### src/rtl/pipeline_hazard_ctrl_pkg.sv
// Shared types and default sizes for the pipeline hazard controller.
package pipeline_hazard_ctrl_pkg;

   localparam int unsigned HzRegAddrW = 5;
   localparam int unsigned HzDataW    = 32;
   localparam int unsigned HzDepth    = 3;

   // Where a forwarded operand comes from for one source register
   typedef enum logic [1:0] {
      FwdNone,
      FwdEx,
      FwdMem,
      FwdStored
   } fwd_src_e;

endpackage

### src/rtl/pipeline_hazard_ctrl_if.sv
// ID/EX/WB-side signal bundle for the hazard controller.
interface pipeline_hazard_ctrl_if
   import pipeline_hazard_ctrl_pkg::*;
#(
   parameter int unsigned REG_ADDR_W = HzRegAddrW,
   parameter int unsigned DATA_W     = HzDataW
);

   logic                  id_valid;
   logic [REG_ADDR_W-1:0] id_rs1;
   logic [REG_ADDR_W-1:0] id_rs2;
   logic                  id_rs1_used;
   logic                  id_rs2_used;
   logic [REG_ADDR_W-1:0] id_rd;
   logic                  id_we;
   logic                  id_late;
   logic [DATA_W-1:0]     ex_result;
   logic [DATA_W-1:0]     mem_result;
   logic                  flush;
   logic                  stall;
   logic                  fwd1_hit;
   logic [DATA_W-1:0]     fwd1_data;
   logic                  fwd2_hit;
   logic [DATA_W-1:0]     fwd2_data;
   logic                  wb_valid;
   logic [REG_ADDR_W-1:0] wb_rd;
   logic [DATA_W-1:0]     wb_data;

   // Pipeline side: issues instructions and reports results
   modport master (
      output id_valid, id_rs1, id_rs2, id_rs1_used, id_rs2_used, id_rd, id_we, id_late,
      output ex_result, mem_result, flush,
      input  stall, fwd1_hit, fwd1_data, fwd2_hit, fwd2_data, wb_valid, wb_rd, wb_data
   );

   // Hazard controller side
   modport slave (
      input  id_valid, id_rs1, id_rs2, id_rs1_used, id_rs2_used, id_rd, id_we, id_late,
      input  ex_result, mem_result, flush,
      output stall, fwd1_hit, fwd1_data, fwd2_hit, fwd2_data, wb_valid, wb_rd, wb_data
   );

endinterface

### src/rtl/pipeline_hazard_ctrl_fwd_select.sv
// Forwarding priority search for one source register (hazard_fwd_select).
// Youngest matching in-flight entry wins; a late result still in EX is a hazard.
module pipeline_hazard_ctrl_fwd_select
   import pipeline_hazard_ctrl_pkg::*;
#(
   parameter int unsigned REG_ADDR_W = HzRegAddrW,
   parameter int unsigned DATA_W     = HzDataW,
   parameter int unsigned DEPTH      = HzDepth,
   parameter bit          ZERO_REG   = 1'b1
) (
   input  logic [DEPTH-1:0]                 valid,
   input  logic [DEPTH-1:0]                 we,
   input  logic [DEPTH-1:0]                 late,
   input  logic [DEPTH-1:0]                 ready,
   input  logic [DEPTH-1:0][REG_ADDR_W-1:0] rd,
   input  logic [DEPTH-1:0][DATA_W-1:0]     data,
   input  logic [REG_ADDR_W-1:0]            src,
   input  logic                             used,
   input  logic [DATA_W-1:0]                ex_result,
   input  logic [DATA_W-1:0]                mem_result,
   output logic                             hit,
   output logic [DATA_W-1:0]                fwd_data,
   output logic                             late_hazard
);

   fwd_src_e          sel;
   logic [DATA_W-1:0] stored;
   logic              src_zero;

   assign src_zero = ZERO_REG && (src == '0);

   // Scan oldest to youngest so the youngest match overrides older ones
   always_comb begin
      sel         = FwdNone;
      late_hazard = 1'b0;
      stored      = '0;
      for (int i = DEPTH - 1; i >= 0; i--) begin
         if (valid[i] && we[i] && used && (rd[i] == src) && !src_zero) begin
            sel         = FwdNone;
            late_hazard = 1'b0;
            stored      = '0;
            if (i == 0) begin
               if (late[0]) late_hazard = 1'b1;
               else         sel = FwdEx;
            end else if ((i == 1) && late[1]) begin
               sel = FwdMem;
            end else if (ready[i]) begin
               sel    = FwdStored;
               stored = data[i];
            end
         end
      end
   end

   // Drive the operand from the selected source
   always_comb begin
      hit      = 1'b0;
      fwd_data = '0;
      unique case (sel)
         FwdEx: begin
            hit      = 1'b1;
            fwd_data = ex_result;
         end
         FwdMem: begin
            hit      = 1'b1;
            fwd_data = mem_result;
         end
         FwdStored: begin
            hit      = 1'b1;
            fwd_data = stored;
         end
         default: ;
      endcase
   end

endmodule

### src/rtl/pipeline_hazard_ctrl.sv
// In-flight write tracker: forwarding to ID, load-use stall, register-file retire.
// e[0] is EX, e[1] is MEM, e[DEPTH-1] is WB.
module pipeline_hazard_ctrl
   import pipeline_hazard_ctrl_pkg::*;
#(
   parameter int unsigned REG_ADDR_W = HzRegAddrW,
   parameter int unsigned DATA_W     = HzDataW,
   parameter int unsigned DEPTH      = HzDepth,
   parameter bit          ZERO_REG   = 1'b1
) (
   input logic                   clk,
   input logic                   rst,
   pipeline_hazard_ctrl_if.slave bus
);

   typedef struct packed {
      logic                  valid;
      logic                  we;
      logic                  late;
      logic [REG_ADDR_W-1:0] rd;
      logic                  ready;
      logic [DATA_W-1:0]     data;
   } entry_t;

   entry_t e_q [DEPTH];
   entry_t e_d [DEPTH];

   logic                             stall;
   logic                             issue;
   logic [DEPTH-1:0]                 valid_v;
   logic [DEPTH-1:0]                 we_v;
   logic [DEPTH-1:0]                 late_v;
   logic [DEPTH-1:0]                 ready_v;
   logic [DEPTH-1:0][REG_ADDR_W-1:0] rd_v;
   logic [DEPTH-1:0][DATA_W-1:0]     data_v;
   logic                             hit1;
   logic                             hit2;
   logic                             haz1;
   logic                             haz2;
   logic [DATA_W-1:0]                data1;
   logic [DATA_W-1:0]                data2;

   function automatic entry_t new_entry(logic we, logic late, logic [REG_ADDR_W-1:0] rd);
      entry_t e;
      e       = '0;
      e.valid = 1'b1;
      e.we    = we;
      e.late  = late;
      e.rd    = rd;
      return e;
   endfunction

   function automatic entry_t capture(entry_t e, logic [DATA_W-1:0] result);
      entry_t c;
      c       = e;
      c.ready = 1'b1;
      c.data  = result;
      return c;
   endfunction

   // Flush outranks the load-use stall
   assign stall = bus.id_valid && !bus.flush && (haz1 || haz2);
   assign issue = bus.id_valid && !stall && !bus.flush;

   for (genvar i = 0; i < DEPTH; i++) begin : g_entry
      if (i == 0) begin : g_ex
         assign e_d[0] = issue ? new_entry(bus.id_we, bus.id_late, bus.id_rd) : '0;
      end else if (i == 1) begin : g_mem
         // Squashed EX entry never reaches MEM; ALU results are captured leaving EX
         assign e_d[1] = (!e_q[0].valid || bus.flush) ? '0 :
                         e_q[0].late ? e_q[0] : capture(e_q[0], bus.ex_result);
      end else if (i == 2) begin : g_mem_out
         // Loads capture their data leaving MEM
         assign e_d[2] = !e_q[1].valid ? '0 :
                         e_q[1].late ? capture(e_q[1], bus.mem_result) : e_q[1];
      end else begin : g_tail
         assign e_d[i] = e_q[i-1];
      end

      assign valid_v[i] = e_q[i].valid;
      assign we_v[i]    = e_q[i].we;
      assign late_v[i]  = e_q[i].late;
      assign ready_v[i] = e_q[i].ready;
      assign rd_v[i]    = e_q[i].rd;
      assign data_v[i]  = e_q[i].data;
   end

   // Every stage advances each cycle; a stall only turns the new e[0] into a bubble
   always_ff @(posedge clk or negedge rst) begin
      if (!rst) begin
         for (int i = 0; i < DEPTH; i++) e_q[i] <= '0;
      end else begin
         for (int i = 0; i < DEPTH; i++) e_q[i] <= e_d[i];
      end
   end

   pipeline_hazard_ctrl_fwd_select #(
      .REG_ADDR_W (REG_ADDR_W),
      .DATA_W     (DATA_W),
      .DEPTH      (DEPTH),
      .ZERO_REG   (ZERO_REG)
   ) u_fwd1 (
      .valid       (valid_v),
      .we          (we_v),
      .late        (late_v),
      .ready       (ready_v),
      .rd          (rd_v),
      .data        (data_v),
      .src         (bus.id_rs1),
      .used        (bus.id_rs1_used),
      .ex_result   (bus.ex_result),
      .mem_result  (bus.mem_result),
      .hit         (hit1),
      .fwd_data    (data1),
      .late_hazard (haz1)
   );

   pipeline_hazard_ctrl_fwd_select #(
      .REG_ADDR_W (REG_ADDR_W),
      .DATA_W     (DATA_W),
      .DEPTH      (DEPTH),
      .ZERO_REG   (ZERO_REG)
   ) u_fwd2 (
      .valid       (valid_v),
      .we          (we_v),
      .late        (late_v),
      .ready       (ready_v),
      .rd          (rd_v),
      .data        (data_v),
      .src         (bus.id_rs2),
      .used        (bus.id_rs2_used),
      .ex_result   (bus.ex_result),
      .mem_result  (bus.mem_result),
      .hit         (hit2),
      .fwd_data    (data2),
      .late_hazard (haz2)
   );

   assign bus.stall     = stall;
   assign bus.fwd1_hit  = hit1;
   assign bus.fwd1_data = data1;
   assign bus.fwd2_hit  = hit2;
   assign bus.fwd2_data = data2;

   // Retire straight from the registered WB entry
   assign bus.wb_valid = e_q[DEPTH-1].valid && e_q[DEPTH-1].we &&
                         !(ZERO_REG && (e_q[DEPTH-1].rd == '0));
   assign bus.wb_rd    = e_q[DEPTH-1].rd;
   assign bus.wb_data  = e_q[DEPTH-1].data;

endmodule

### src/flat_wrapper.sv
// flat-port wrapper written by rule: the top's interface ports become plain ports
module pipeline_hazard_ctrl_flat import pipeline_hazard_ctrl_pkg::*;
#(
   parameter int unsigned REG_ADDR_W = HzRegAddrW,
   parameter int unsigned DATA_W     = HzDataW,
   parameter int unsigned DEPTH      = HzDepth,
   parameter bit          ZERO_REG   = 1'b1
)
  (clk, rst, bus_id_valid, bus_id_rs1, bus_id_rs2, bus_id_rs1_used, bus_id_rs2_used, bus_id_rd, bus_id_we, bus_id_late, bus_ex_result, bus_mem_result, bus_flush, bus_stall, bus_fwd1_hit, bus_fwd1_data, bus_fwd2_hit, bus_fwd2_data, bus_wb_valid, bus_wb_rd, bus_wb_data);
  pipeline_hazard_ctrl_if #(.REG_ADDR_W(REG_ADDR_W), .DATA_W(DATA_W)) bus_i ();
  input logic clk;
  input logic rst;
  input wire logic [$bits(bus_i.id_valid)-1:0] bus_id_valid;
  input wire logic [$bits(bus_i.id_rs1)-1:0] bus_id_rs1;
  input wire logic [$bits(bus_i.id_rs2)-1:0] bus_id_rs2;
  input wire logic [$bits(bus_i.id_rs1_used)-1:0] bus_id_rs1_used;
  input wire logic [$bits(bus_i.id_rs2_used)-1:0] bus_id_rs2_used;
  input wire logic [$bits(bus_i.id_rd)-1:0] bus_id_rd;
  input wire logic [$bits(bus_i.id_we)-1:0] bus_id_we;
  input wire logic [$bits(bus_i.id_late)-1:0] bus_id_late;
  input wire logic [$bits(bus_i.ex_result)-1:0] bus_ex_result;
  input wire logic [$bits(bus_i.mem_result)-1:0] bus_mem_result;
  input wire logic [$bits(bus_i.flush)-1:0] bus_flush;
  output wire logic [$bits(bus_i.stall)-1:0] bus_stall;
  output wire logic [$bits(bus_i.fwd1_hit)-1:0] bus_fwd1_hit;
  output wire logic [$bits(bus_i.fwd1_data)-1:0] bus_fwd1_data;
  output wire logic [$bits(bus_i.fwd2_hit)-1:0] bus_fwd2_hit;
  output wire logic [$bits(bus_i.fwd2_data)-1:0] bus_fwd2_data;
  output wire logic [$bits(bus_i.wb_valid)-1:0] bus_wb_valid;
  output wire logic [$bits(bus_i.wb_rd)-1:0] bus_wb_rd;
  output wire logic [$bits(bus_i.wb_data)-1:0] bus_wb_data;
  assign bus_i.id_valid = bus_id_valid;
  assign bus_i.id_rs1 = bus_id_rs1;
  assign bus_i.id_rs2 = bus_id_rs2;
  assign bus_i.id_rs1_used = bus_id_rs1_used;
  assign bus_i.id_rs2_used = bus_id_rs2_used;
  assign bus_i.id_rd = bus_id_rd;
  assign bus_i.id_we = bus_id_we;
  assign bus_i.id_late = bus_id_late;
  assign bus_i.ex_result = bus_ex_result;
  assign bus_i.mem_result = bus_mem_result;
  assign bus_i.flush = bus_flush;
  assign bus_stall = bus_i.stall;
  assign bus_fwd1_hit = bus_i.fwd1_hit;
  assign bus_fwd1_data = bus_i.fwd1_data;
  assign bus_fwd2_hit = bus_i.fwd2_hit;
  assign bus_fwd2_data = bus_i.fwd2_data;
  assign bus_wb_valid = bus_i.wb_valid;
  assign bus_wb_rd = bus_i.wb_rd;
  assign bus_wb_data = bus_i.wb_data;
  pipeline_hazard_ctrl #(.REG_ADDR_W(REG_ADDR_W), .DATA_W(DATA_W), .DEPTH(DEPTH), .ZERO_REG(ZERO_REG)) u_core (.clk(clk), .rst(rst), .bus(bus_i));
endmodule
### config.mk
export PLATFORM = sky130hd
export DESIGN_NAME = pipeline_hazard_ctrl_flat
export DESIGN_NICKNAME = d
export VERILOG_FILES = /design/src/rtl/pipeline_hazard_ctrl_pkg.sv /design/src/rtl/pipeline_hazard_ctrl_if.sv /design/src/rtl/pipeline_hazard_ctrl_fwd_select.sv /design/src/rtl/pipeline_hazard_ctrl.sv /design/src/flat_wrapper.sv
export SDC_FILE = /design/constraint.sdc
export NUM_CORES = 1
export LEC_CHECK = 0
export BUFFER_PORTS_ARGS = -buffer_cell sky130_fd_sc_hd__buf_2
export CAP_MARGIN = 20
export CORE_UTILIZATION = 48
export CTS_CLUSTER_SIZE = 25
export DETAILED_ROUTE_END_ITERATION = 8
export GPL_ROUTABILITY_DRIVEN = 0
export HOLD_SLACK_MARGIN = 0.08
export PLACE_DENSITY = 0.84
export SLEW_MARGIN = 20
export SYNTH_ARGS = -nofsm -noshare
export SYNTH_HDL_FRONTEND = slang
export SYNTH_SLANG_ARGS = --single-unit
export TNS_END_PERCENT = 1
### constraint.sdc
create_clock -name clk -period 2.2 [get_ports clk]
set_input_delay 0.11 -clock clk [delete_from_list [all_inputs] [get_ports clk]]
set_output_delay 0.11 -clock clk [all_outputs]
set_load 0.02 [all_outputs]
==> results.py, run 1 <==
metrics = {
    "sta": {
        "worst_slew_pin_slew_ps": 791.2,
        "finalSetupViolCount": 74,
        "hold_viol_final": 0,
        "fin_crit_sh_pct": 129.2,
        "relSlewSlack_pct": 47.26,
        "grt_setup_unrepaired": "yes",
        "setup_slack_ps": -642.9,
        "fin_crit_ps": 2843,
        "fmax_mhz": 351.8,
        "finalClockSkew_ps": 5.896,
        "slew_violations": 0,
    },
    "clock_network": {
        "cts-root-buf": "clkbuf_16",
        "cts_inserted_buffers": 9,
        "cts_tree": "done",
        "clkSinkCount": 89,
        "clk_pin_slew_ps": 60,
        "max-clock-path-buffers": 2,
        "insertion_delay_ps": 340,
        "cts.htree.levels": 3,
    },
    "synthesis": {
        "synthFlopType": "dfrtp_1",
        "netlist_instances": 702,
        "ys_top_cells_by_area": "dfrtp_1 35%, mux2i_1 7.3%, a31oi_1 6.5%",
        "synth_top_area_cell": "dfrtp_1",
        "synth_nets": 789,
        "ys_seq_elements": 89,
        "async_flop_share_pct": 100.0,
        "yosys.area.top_type_share_pct": 35.43,
        "netlist_area_um2": 6286,
        "synth-edff-count": 0,
        "syn_area_per_cell_um2": 8.954,
        "yosysSeqAreaShare_pct": 35.43,
        "ys_types": 53,
        "synth_warnings": 0,
    },
    "worst_setup_path": {
        "cp-end-kind": "output pin",
        "path_cells": "xnor2_1 > nand4_1 > buf_4 > or4_4 > buf_4 > a31oi_1 > a31oi_4 > buf_6",
        "cp_max_fo": 13,
        "cp-startpoint": "u_core.e_q[118]",
        "startpoint_type": "register",
        "required_ps": 2090,
        "cpMostUsedCell": "buf_4",
        "r2r-start": "u_core.e_q[118]",
        "path_delay_family": "simple AND/OR/NAND/NOR gates",
        "cp_num_buf_inv": 3,
        "critPathArrivalTime_ps": 2730,
        "slowest_stage": "or4_4",
        "worst-setup-path-type": "reg2out",
        "max_stage_delay_ps": 510,
    },
    "finish": {
        "final_nets": 1050,
        "syn2layout_area_growth_pct": 49.00,
        "insertedDiodeCount": 0,
        "drive_above_1_share_pct": 43.18,
        "fin_area_um2": 9366,
        "fillCellCount": 824,
        "fin_cells": 1140,
    },
    "placed_design": {
        "port_buffers": 191,
        "dpl_cell_area_um2": 7899,
        "dp_hpwl_um": 13900,
        "placed_cells": 1065,
    },
    "pwr": {
        "p_sw_uw": 997.3,
        "p_leak_uw": 0.004239,
        "clock_power_share_pct": 41.4,
        "power.density_nw_per_um2": 409.6,
        "power_frac_comb_pct": 14.4,
        "internal_power_uw": 2839,
        "p_seq_share_pct": 44.2,
        "peakVddDrop_v": 0.0004366,
        "switching_share_pct": 26.00,
    },
    "detailed_routing": {
        "antenna_left": 0,
        "routed_wirelength_um": 23870,
        "wire_per_inst_um": 20.94,
        "vias_per_cell": 6.105,
        "first_iter_violations": 889,
        "drt-pass1-iter-count": 6,
        "vias": 6960,
        "drcViolationCount": 0,
    },
    "floorplanning": {
        "core-area_um2": 12670,
        "rows": 41,
        "die_h_um": 116.4,
        "die_w_um": 116.4,
        "ioPinCount": 192,
        "start_util_pct": 49.61,
        "die_area_um2": 13560,
    },
    "global_routing": {
        "grt_pass1_vias": 6597,
        "grt_usage_pct": 31.96,
        "grt_pass1_wl_um": 33130,
        "grt_max_degree": 54,
        "antenna_found_initial": 0,
        "overflow": 0,
    },
    "job": {
        "cap_violations": 0,
    },
    "hold_path": {
        "hp-class": "in2reg",
        "min-delay-start": "bus_mem_result[10]",
    },
    "status": {
        "failed_checks": "negative setup slack",
        "outcome": "finished, violations left",
    },
}
==> kinds of logic after synthesis <==
logic type	count (synthesis)	synth area share, %
AOI/OAI and AO/OA	188	21.62
xor gates and xnor gates	30	4.180
buffers and inverters	96	9.216
DFF	89	35.43
muxes	47	7.504
and+or+nand+nor	252	22.05
==> power groups by stage <==
stage / clock [uW] / sequential, uW / combinational, uW
after detailed placement: 0 / 1720 / 438
after global routing: 1690 / 1700 / 586
after global placement: 0 / 1720 / 427
after CTS: 1590 / 1690 / 511
final: 1590 / 1690 / 551
after floorplan: 0 / 1710 / 198
==> worst reg2reg max path: stages, from the launching register on <==
cell     delay [ps]
dfrtp_1         420
xnor2_1         200
nand4_1         190
buf_4           190
nor4_4          510
o21ai_1         120
buf_4           160
and3b_2         230
and2_1          170
==> registers in the layout, indices dropped and copies added, names as in the netlist <==
name,flops
u_core.e_q,20
u_core.bus.wb_rd,5
u_core.bus.wb_data,32
u_core.data_v,32
==> cells in the final DEF, fill, tap and decap left out, types with 6 or more instances in the layout <==
master	instances
nor2b_1	35
buf_12	12
a221oi_1	6
nor4_4	6
a22o_1	15
a221oi_2	10
dfrtp_1	87
a31oi_2	16
buf_4	111
nand2b_1	19
nand4_1	6
dlygate4sd3_1	45
nor2_1	32
nand2_1	63
mux2i_1	46
a22oi_2	11
a31oi_1	44
clkbuf_16	11
a21oi_2	14
and2_1	51
a22oi_1	8
xnor2_1	21
buf_6	30
or4_4	6
a21oi_1	39
buf_2	140
==> cell usage after synthesis (5+ instances only) <==
library cell,count
a21oi_1,44
a21oi_2,10
a221oi_1,16
a22o_1,15
a22oi_1,12
a22oi_2,7
a31oi_1,65
and2_1,51
and3_1,5
buf_2,10
buf_4,45
buf_6,5
clkbuf_1,30
dfrtp_1,89
mux2i_1,46
nand2_1,70
nand2b_1,19
nand4_1,6
nor2_1,35
nor2b_1,37
xnor2_1,25
xor2_1,5
==> layer usage <==
metal / track usage, % / up-vias / routed length (um)
met5: 0 / - / 0
met4: 17.01 / 0 / 884
met3: 5.345 / 101 / 2174
met2: 54.56 / 513 / 11820
met1: 38.64 / 3340 / 8988
li1: - / 3006 / -
==> stage by stage <==
stage          setup slack, ps  total power [uW]  utilization, %  TNS [ps]  hold slack (ps)
5_1_grt                 -725.8              3968           73.92    -42310            98.92
2_1_floorplan           -84.89              1909               -     -1831           -185.6
4_1_cts                 -503.8              3794           70.34    -29690            82.95
3_5_place_dp            -264.8              2160           62.34     -9535            184.6
3_3_place_gp            -165.1              2147           62.34     -6319            184.2
6_report                -642.9              3837           73.92    -36290            93.70
==> layout make-up <==
cell class	instances	area (um^2)	area share, %
flip-flops and latches	89	2230	23.80
repair buffers	342	2643	28.21
inverters	4	15.01	0.1603
well taps	172	215.2	2.298
clock buffers	10	239.0	2.551
multi-input cells	517	3959	42.27
clock inverters	6	66.31	0.7080
==> path summary, 6_finish.rpt <==
check	to	slack (ps)	cells after the start
max	bus_fwd1_data[25]	-640	8
min	u_core.bus.wb_data[10]	90	3
max reg2reg	u_core.e_q[116]	-110	8
min reg2reg	u_core.bus.wb_data[30]	560	2
max in group asynchronous	u_core.e_q[79]	1180	3
min in group asynchronous	u_core.bus.wb_data[28]	350	2
==> repair_timing <==
item	4_1_cts	5_1_grt
pin swaps	28	40
hold buffers	45	0
setup buffers	4	6
gates resized for setup	58	95
gates cloned	1	4
endpoints found under the hold margin	93	0
endpoints found under the setup margin	74	75
Note: power is estimated with default switching activity, not from simulation.
==> inputs of run 2 (changes only) <==
--- a/config.mk
+++ b/config.mk
@@ -7,12 +7,13 @@
 export LEC_CHECK = 0
 export BUFFER_PORTS_ARGS = -buffer_cell sky130_fd_sc_hd__buf_2
 export CAP_MARGIN = 20
-export CORE_UTILIZATION = 48
+export CORE_UTILIZATION = 49
+export CTS_BUF_LIST = sky130_fd_sc_hd__clkbuf_4
 export CTS_CLUSTER_SIZE = 25
 export DETAILED_ROUTE_END_ITERATION = 8
 export GPL_ROUTABILITY_DRIVEN = 0
 export HOLD_SLACK_MARGIN = 0.08
-export PLACE_DENSITY = 0.84
+export PLACE_DENSITY = 0.86
 export SLEW_MARGIN = 20
 export SYNTH_ARGS = -nofsm -noshare
 export SYNTH_HDL_FRONTEND = slang
==> run 2 against run 1 <==
  * The flow still finishes with violations (negative setup slack)
  * Fmax shrank 1.7%
  * Critical endpoint is now bus_fwd2_data[20]
  * Worst setup slack lost 48 ps
  * Largest power group unchanged
  * Critical path depth grew 1
  * First-iteration DRC count grew 11%
  * Register-to-register slack gained 170 ps
==> results.py, run 2 (synthesized netlist as in run 1, its figures left out) <==
metrics = {
    "placed_design": {
        "port_buffers": 191,
        "dp_hpwl_um": 13810,
        "placed_cells": 1059,
    },
    "sta": {
        "slew_violations": 0,
        "fin_crit_ps": 2891,
        "grt_setup_unrepaired": "yes",
        "hold_viol_final": 0,
        "finalClockSkew_ps": 24.74,
        "setup_slack_ps": -691.3,
        "finalSetupViolCount": 67,
        "fin_crit_sh_pct": 131.4,
        "relSlewSlack_pct": 45.02,
        "worst_slew_pin_slew_ps": 824.8,
        "fin_setup_tns_ps": -36470,
        "fmax_mhz": 345.9,
    },
    "worst_setup_path": {
        "endpoint": "bus_fwd2_data[20]",
        "reg2reg_to": "u_core.e_q[118]",
        "cp_max_fo": 18,
        "slowest_stage": "or3_4",
        "r2r-start": "u_core.e_q[119]",
        "cp-end-kind": "output pin",
        "max_stage_delay_ps": 460,
        "rr_worst_depth": 7,
        "path_cells": "buf_4 > xnor2_2 > nand4_1 > or3_4 > a211oi_4 > buf_12 > a22oi_2 > a21oi_2 > buf_2",
        "path_delay_family": "simple AND/OR/NAND/NOR gates",
        "cp_num_buf_inv": 3,
        "startpoint_type": "register",
        "cp-startpoint": "u_core.e_q[74]",
        "required_ps": 2090,
        "worst-setup-path-type": "reg2out",
        "path_depth": 9,
        "critPathArrivalTime_ps": 2780,
        "reg2reg_slack_ps": 60,
    },
    "pwr": {
        "p_sw_uw": 893.0,
        "p_leak_uw": 0.004180,
        "internal_power_uw": 2309,
        "clock_power_share_pct": 29.0,
        "p_seq_share_pct": 52.9,
        "peakVddDrop_v": 0.0002511,
        "power_frac_comb_pct": 18.1,
        "power.density_nw_per_um2": 348.6,
        "switching_share_pct": 27.89,
        "p_total_uw": 3202,
    },
    "floorplanning": {
        "core-area_um2": 12570,
        "ioPinCount": 192,
        "rows": 41,
        "start_util_pct": 50.01,
        "die_h_um": 115.3,
        "die_area_um2": 13290,
        "die_w_um": 115.3,
    },
    "detailed_routing": {
        "drcViolationCount": 0,
        "drt-pass1-iter-count": 6,
        "first_iter_violations": 985,
        "antenna_left": 0,
        "routed_wirelength_um": 23330,
        "wire_per_inst_um": 20.21,
        "vias_per_cell": 6.084,
        "vias": 7021,
    },
    "global_routing": {
        "overflow": 0,
        "grt_pass1_vias": 6856,
        "grt_usage_pct": 33.20,
        "antenna_found_initial": 1,
        "grt_pass1_wl_um": 33730,
        "grt_max_degree": 54,
    },
    "clock_network": {
        "cts-root-buf": "clkbuf_4",
        "cts_inserted_buffers": 9,
        "cts_tree": "done",
        "max-clock-path-buffers": 2,
        "insertion_delay_ps": 470,
        "clkSinkCount": 89,
        "cts.htree.levels": 3,
        "clk_pin_slew_ps": 160,
    },
    "finish": {
        "mostFrequentLayoutCells": "148 x buf_2, 113 x buf_4, 87 x dfrtp_1, 74 x dlygate4sd3_1, 69 x nand2_1",
        "syn2layout_area_growth_pct": 46.14,
        "final_common_cell": "buf_2",
        "fin_cells": 1154,
        "final_nets": 1064,
        "drive_above_1_share_pct": 40.88,
    },
    "job": {
        "cap_violations": 0,
    },
    "hold_path": {
        "hp-class": "in2async",
    },
    "status": {
        "outcome": "finished, violations left",
        "failed_checks": "negative setup slack",
    },
}
[run 2: area by class of cell]
class / instances / area [um^2]
clock buffers: 11 / 82.58
diodes: 1 / 2.502
inverters: 4 / 15.01
multi-input cells: 517 / 3935
flip-flops and latches: 89 / 2230
clock inverters: 4 / 45.04
fillers: 789 / 3382
well taps: 172 / 215.2
repair buffers: 356 / 2661
[run 2: worst register-to-register path, stage by stage (launching register included)]
cell,delay [ps]
dfrtp_1,450
xnor2_1,180
nand4_1,160
buf_4,180
nor4_4,480
o21ai_2,150
and3b_2,280
and2_1,170
[run 2: power by group through the flow]
stage                     registers (uW)  clock network [uW]  logic [uW]
after floorplan                     1710                   0         198
after global placement              1720                   0         424
after detailed placement            1720                   0         434
after CTS                           1690                 921         546
after global routing                1700                 990         616
final                               1690                 929         580
[run 2: stage by stage]
stage	hold slack [ps]	util, %	area [um^2]	setup slack [ps]
6_report	237.4	73.09	9186	-691.3
5_1_grt	272.6	73.09	9186	-909.6
4_1_cts	233.3	71.29	8960	-681.5
3_5_place_dp	190.5	62.19	7816	-240.1
3_3_place_gp	197.9	62.19	7816	-167.9
2_1_floorplan	-185.6	-	6427	-84.89
[run 2: worst min-delay path by stage]
stage	from	to	slack, ps	cells past startpoint
floorplan	rst	u_core.bus.wb_data[0]	-190	0
global placement	rst	u_core.data_v[32]	200	1
detailed placement	rst	u_core.data_v[32]	190	1
CTS	rst	u_core.bus.wb_data[21]	230	2
global route	rst	u_core.e_q[73]	270	2
finish	rst	u_core.bus.wb_data[21]	240	2
[run 2: what timing repair did]
action	CTS	global route
pin swaps	24	14
hold buffers	74	0
resized for setup	68	45
gates cloned	1	0
setup buffers	0	4
endpoints found under the hold margin	121	0
endpoints found under the setup margin	74	74
[run 2: layer usage]
metal  global-route usage [%]  vias to the layer above  wire [um]
met1                    39.12                     3278       8738
met4                    18.44                        0        931
met3                    7.486                      126       2287
li1                         -                     3038          -
met5                        0                        -          0
met2                    56.18                      579      11370
